File: src/rtl/shift_deser_pkg.sv
// Shared state encoding and default parameters for the shift deserializer.
package shift_deser_pkg;

    typedef enum logic [1:0] {
        IDLE = 2'd0,
        FILL = 2'd1,
        FULL = 2'd2
    } state_t;

    localparam int unsigned DEF_WIDTH   = 8;
    localparam int unsigned DEF_SIZE    = 3;
    localparam int unsigned DEF_TIMEOUT = 16;

endpackage

File: src/rtl/shift_deser_timer.sv
// Idle-cycle counter for partial-frame abort; expired flags the TIMEOUT-th
// consecutive enabled cycle.
module shift_deser_timer #(
    parameter int unsigned TIMEOUT = 16
) (
    input  logic clk,
    input  logic rst,
    input  logic en,
    input  logic clear,
    output logic expired
);

    localparam int unsigned TW = (TIMEOUT > 2) ? $clog2(TIMEOUT) : 1;

    logic [TW-1:0] r_count;

    assign expired = en && (r_count == TW'(TIMEOUT - 1));

    always_ff @(posedge clk) begin
        if (rst || clear) begin
            r_count <= '0;
        end else if (en) begin
            r_count <= r_count + 1'b1;
        end
    end

endmodule

File: src/rtl/shift_deserializer.sv
// Collects SIZE words of WIDTH bits into one frame; slot order chosen by dir
// on the first word. Partial-frame timeout is built only with SHIFT_DESER_TIMEOUT_EN.
module shift_deserializer
    import shift_deser_pkg::*;
#(
    parameter int unsigned WIDTH   = DEF_WIDTH,
    parameter int unsigned SIZE    = DEF_SIZE,
    parameter int unsigned TIMEOUT = DEF_TIMEOUT
) (
    input  logic                    clk,
    input  logic                    rst,
    input  logic                    ce,
    input  logic                    dir,
    input  logic                    in_valid,
    output logic                    in_ready,
    input  logic [WIDTH-1:0]        data_in,
    output logic                    out_valid,
    input  logic                    out_ready,
    output logic [WIDTH*SIZE-1:0]   dout,
    output logic                    frame_abort
);

    localparam int unsigned CW = $clog2(SIZE + 1);
    localparam logic [CW-1:0] LAST = CW'(SIZE - 1);

    state_t                  r_state;
    logic [CW-1:0]           r_cnt;
    logic                    r_dir;
    logic [WIDTH*SIZE-1:0]   r_dout;
    logic                    r_out_valid;
    logic                    r_abort;

    logic                    w_in_ready;
    logic                    w_in_beat;
    logic                    w_dir_eff;
    logic [CW-1:0]           w_slot;
    logic                    w_abort;

    assign w_in_ready = ce && (r_state != FULL);
    assign w_in_beat  = w_in_ready && in_valid;
    // The first word of a frame uses the live dir; later words use the latched copy.
    assign w_dir_eff  = (r_state == IDLE) ? dir : r_dir;
    assign w_slot     = w_dir_eff ? r_cnt : (LAST - r_cnt);

`ifdef SHIFT_DESER_TIMEOUT_EN
    logic w_timer_en;
    logic w_timer_clear;

    assign w_timer_en    = ce && (r_state == FILL) && !w_in_beat;
    assign w_timer_clear = w_in_beat || w_abort;

    shift_deser_timer #(
        .TIMEOUT (TIMEOUT)
    ) u_timer (
        .clk     (clk),
        .rst     (rst),
        .en      (w_timer_en),
        .clear   (w_timer_clear),
        .expired (w_abort)
    );
`else
    logic w_unused_timeout;

    assign w_unused_timeout = ^TIMEOUT;
    assign w_abort          = 1'b0;
`endif

    always_ff @(posedge clk) begin
        if (rst) begin
            r_state     <= IDLE;
            r_cnt       <= '0;
            r_dir       <= 1'b0;
            r_dout      <= '0;
            r_out_valid <= 1'b0;
            r_abort     <= 1'b0;
        end else begin
            r_abort <= w_abort;
            if (ce) begin
                unique case (r_state)
                    IDLE: begin
                        if (w_in_beat) begin
                            r_dir                         <= dir;
                            r_dout[w_slot*WIDTH +: WIDTH] <= data_in;
                            r_cnt                         <= CW'(1);
                            r_state                       <= FILL;
                        end
                    end
                    FILL: begin
                        if (w_abort) begin
                            r_state <= IDLE;
                            r_cnt   <= '0;
                            r_dir   <= 1'b0;
                            r_dout  <= '0;
                        end else if (w_in_beat) begin
                            r_dout[w_slot*WIDTH +: WIDTH] <= data_in;
                            r_cnt                         <= r_cnt + 1'b1;
                            if (r_cnt == LAST) begin
                                r_state     <= FULL;
                                r_out_valid <= 1'b1;
                            end
                        end
                    end
                    FULL: begin
                        if (out_ready) begin
                            r_state     <= IDLE;
                            r_cnt       <= '0;
                            r_out_valid <= 1'b0;
                        end
                    end
                    default: begin
                        r_state <= IDLE;
                    end
                endcase
            end
        end
    end

    assign in_ready    = w_in_ready;
    assign out_valid   = r_out_valid;
    assign dout        = r_dout;
    assign frame_abort = r_abort;

endmodule

File: config.mk
export PLATFORM = sky130hd
export DESIGN_NAME = shift_deserializer
export DESIGN_NICKNAME = d
export VERILOG_FILES = /design/src/rtl/shift_deser_pkg.sv /design/src/rtl/shift_deser_timer.sv /design/src/rtl/shift_deserializer.sv
export SDC_FILE = /design/constraint.sdc
export NUM_CORES = 1
export LEC_CHECK = 0
export ABC_AREA = 1
export ABC_CLOCK_PERIOD_IN_PS = 3200
export CAP_MARGIN = 10
export CORE_ASPECT_RATIO = 0.9
export CORE_MARGIN = 10
export CORE_UTILIZATION = 51
export DETAILED_ROUTE_END_ITERATION = 16
export MAX_ROUTING_LAYER = met4
export PLACE_DENSITY = 0.84
export SYNTH_ARGS = -nofsm -noshare
export SYNTH_HDL_FRONTEND = slang
export SYNTH_HIERARCHICAL = 1
export SYNTH_SLANG_ARGS = --single-unit
export TNS_END_PERCENT = 20
File: constraint.sdc
create_clock -name clk -period 3.2 [get_ports clk]
set_input_delay 0.32 -clock clk [delete_from_list [all_inputs] [get_ports clk]]
set_output_delay 0.32 -clock clk [all_outputs]
set_load 0.02 [all_outputs]
==> results.toml <==
[layout]
final_nets = 272
multiInputGateArea_um2 = 812.0
antenna_cells_inserted = 0
nFillCells = 257
area.sequential_um2 = 600.6
final_layout_size_suffix_gt1_share_pct = 5.556
synthToLayoutAreaGrowth_pct = 27.24
layout.cell_area.non_filler_mm2 = 0.001969

[clocking]
cts_root_buffer = "sky130_fd_sc_hd__clkbuf_4"
clock_latency_ns = 0.35
cts_htree_levels = 2
numCtsBuffers = 5
cts.repair_timing.setup_buffer_count = 0
cts_hold_buffers = 0
clk_pin_slew_worst_paths_ns = 0.09
cts.repair.resized = 0
cts_sinks = 30
max-clock-path-buffers = 2
tritoncts = "done"

[global_routing]
grt_use_total_pct = 13.77
grt.overflow.total = 0
grt_pass1_wl_mm = 6.196
antenna_found_initial = 0
vias_in_the_first_global_route = 1343
grt_max_degree = 29

[placement]
place_area_mm2 = 0.001909
gp_congestion = 0.8951
pre_cts_slack_ns = 0.8083
io_buffers = 39
dpl.hpwl_mm = 2.758

[sta]
hold_vio_cnt_final = 0
worst_clock_skew_ns = 0.01143
timing.final.max_slew_violations = 0
post-route-min-period_ns = 2.412
final.period_utilization_pct = 75.36
setup_slack_after_layout_ns = 0.7885
highest_attainable_clock_frequency_ghz = 0.4147
slew_headroom_pct = 55.24
grt_setup_unrepaired = "false"
timing_worst_slew_pin_value_ns = 0.6714
fin_tns_setup_ns = 0
finalSetupViolations = 0

[floorplanning]
floorplan.initialDensity_pct = 54.98
die_w_um = 78.07
fp.dieH_um = 72.26
std_cell_rows = 18
die_area_mm2 = 0.005641
design.portCount = 41
placeableCoreArea_mm2 = 0.002815

[worst_setup_path]
crit_path_max_incr_delay_ns = 0.43
critPathRequiredTime_ns = 3.48
worst-endpoint-arrival_ns = 2.69
crit_path_max_delay_cell_type = "sky130_fd_sc_hd__ha_1"
startpoint_type = "flop"
timing.critical_path.cells = "inv_1 > ha_1 > o21ai_0 > o21a_1 > inv_1 > ha_1 > nor3_4 > nand4_1 > a21oi_1"
worstSetupEndpointType = "flop"
critical_path.max_fanout = 10
critical_path_class = "reg2reg"
worst_r2r_path_depth = 9

[logic_synthesis]
synth_area_per_cell_um2 = 7.067
netlist_instances = 219
ys_warn_count = 6
ys_seq_elements = 30
synth.distinct_cells = 21
postSynthNetCount = 240
mappedNetlistArea_mm2 = 0.001548
synth.yosys.seq_area_share_pct = 38.80

[detailed_routing]
number_of_nets_still_failing_antenna_checks_after_routing = 0
detail_route.iter0.violations = 103
post-route-drc-count = 0
via_count = 1535
drtPass1Iterations = 5
route.detailed.wl_per_inst_um = 12.63
viasPerCell = 5.257
totalWireLength_mm = 3.688

[worst_hold_path]
worstHoldPathCells = 2
hold_class = "reg2reg"

[power]
finalPower_w = 0.001445
peak_vdd_ir_mv = 0.4789
leakage_nw = 0.7676
power_density_mw_per_mm2 = 733.9

[flow_run]
cap_viol_max_count = 0

[outcome]
status = "completed"
## per-layer routing
metal / track usage (%) / part of all wire (%) / vias up
li1: - / - / 796
met1: 17.02 / 49 / 677
met4: 4.175 / 1.2 / 0
met2: 19.62 / 42 / 56
met5: - / 0 / -
met3: 6.158 / 8.2 / 6
## cell families (layout without fill, tap and decap cells)
family / after synthesis / in the layout / share of synthesized area, %
compound gates: 33 / 33 / 10.99
fa+ha+maj: 7 / 7 / 5.659
buf+inv: 28 / 61 / 8.731
flops: 30 / 30 / 38.80
other cells: 1 / 1 / 0.2423
simple gates: 120 / 120 / 35.57
## power breakdown
part | leakage, nW | internal (W) | switching, W | total (W)
clock | 0.0353 | 0.000106 | 0.000127 | 0.000234
combinational | 0.488 | 0.000269 | 0.000477 | 0.000746
sequential | 0.244 | 0.000433 | 0.0000329 | 0.000466
## cell usage in the layout, fill, tap and decap left out
master                            Yosys  final
sky130_fd_sc_hd__nand2_1             41     41
sky130_fd_sc_hd__nand3_1             39     39
sky130_fd_sc_hd__clkdlybuf4s50_1      0     39
sky130_fd_sc_hd__nand3_2              1      1
sky130_fd_sc_hd__o21ai_0              2      2
sky130_fd_sc_hd__clkbuf_8             0      1
sky130_fd_sc_hd__nor3_4               1      1
sky130_fd_sc_hd__clkbuf_4             0      5
sky130_fd_sc_hd__nor2_4               1      1
sky130_fd_sc_hd__nand4_1              9      9
sky130_fd_sc_hd__inv_1               11     11
sky130_fd_sc_hd__o21a_1               1      1
sky130_fd_sc_hd__a211oi_1             1      1
sky130_fd_sc_hd__buf_4                3      1
sky130_fd_sc_hd__ha_1                 7      7
sky130_fd_sc_hd__clkinv_2             0      1
sky130_fd_sc_hd__a21oi_1             29     29
sky130_fd_sc_hd__clkbuf_1             7      1
sky130_fd_sc_hd__dfxtp_1             30     30
sky130_fd_sc_hd__inv_2                2      2
sky130_fd_sc_hd__conb_1               1      1
sky130_fd_sc_hd__nor2_2               1      1
sky130_fd_sc_hd__nor2_1              27     27
## area by class of cell
type	count	share of cell area, %
multi-input cells	161	41.23
flip-flops and latches	30	30.50
repair buffers	40	20.20
clock buffers	7	2.795
well taps	40	2.541
inverters	13	2.478
clock inverters	1	0.2541
## registers in the layout (all words and copies together) (netlist names)
register / flops
r_dir: 1
r_state: 2
r_cnt: 2
out_valid: 1
dout: 24
## Yosys cell counts, drive strengths merged
cell	number	area (um2)
nand2	41	153.9
nand3	40	205.2
dfxtp	30	600.6
a21oi	29	145.1
nor2	29	118.9
inv	13	48.80
nand4	9	56.30
buf	8	60.05
clkbuf	7	26.28
ha	7	87.58
o21ai	2	10.01
a211oi	1	7.510
conb	1	3.750
nor3	1	16.27
o21a	1	7.510
## per-stage QoR
stage / std cells / hold WS, ns / utilization [%]
5_1_grt: 292 / 0.5091 / 69.96
4_1_cts: 292 / 0.4843 / 69.96
6_report: 292 / 0.4784 / 69.96
3_3_place_gp: 284 / 0.4531 / 67.82
2_1_floorplan: 219 / 0.4344 / -
3_5_place_dp: 284 / 0.4589 / 67.82
## critical path: cells and delay by family (launching register included)
family / cells / cell delay, ns
AOI/OAI and AO/OA: 3 / 0.60
adders and majority gates: 2 / 0.71
buffers and inverters: 2 / 0.12
DFF: 1 / 0.36
and+or+nand+nor: 2 / 0.55
## path summary, 6_finish.rpt
kind | slack, ns | end | start
worst max-delay path | 0.79 | dout[13] | r_state[0]
worst max register to register | 0.79 | dout[13] | r_state[0]
worst min register to register | 0.48 | dout[9] | dout[9]
worst min-delay path | 0.48 | dout[9] | dout[9]
Power figures use the tool's default switching activity.
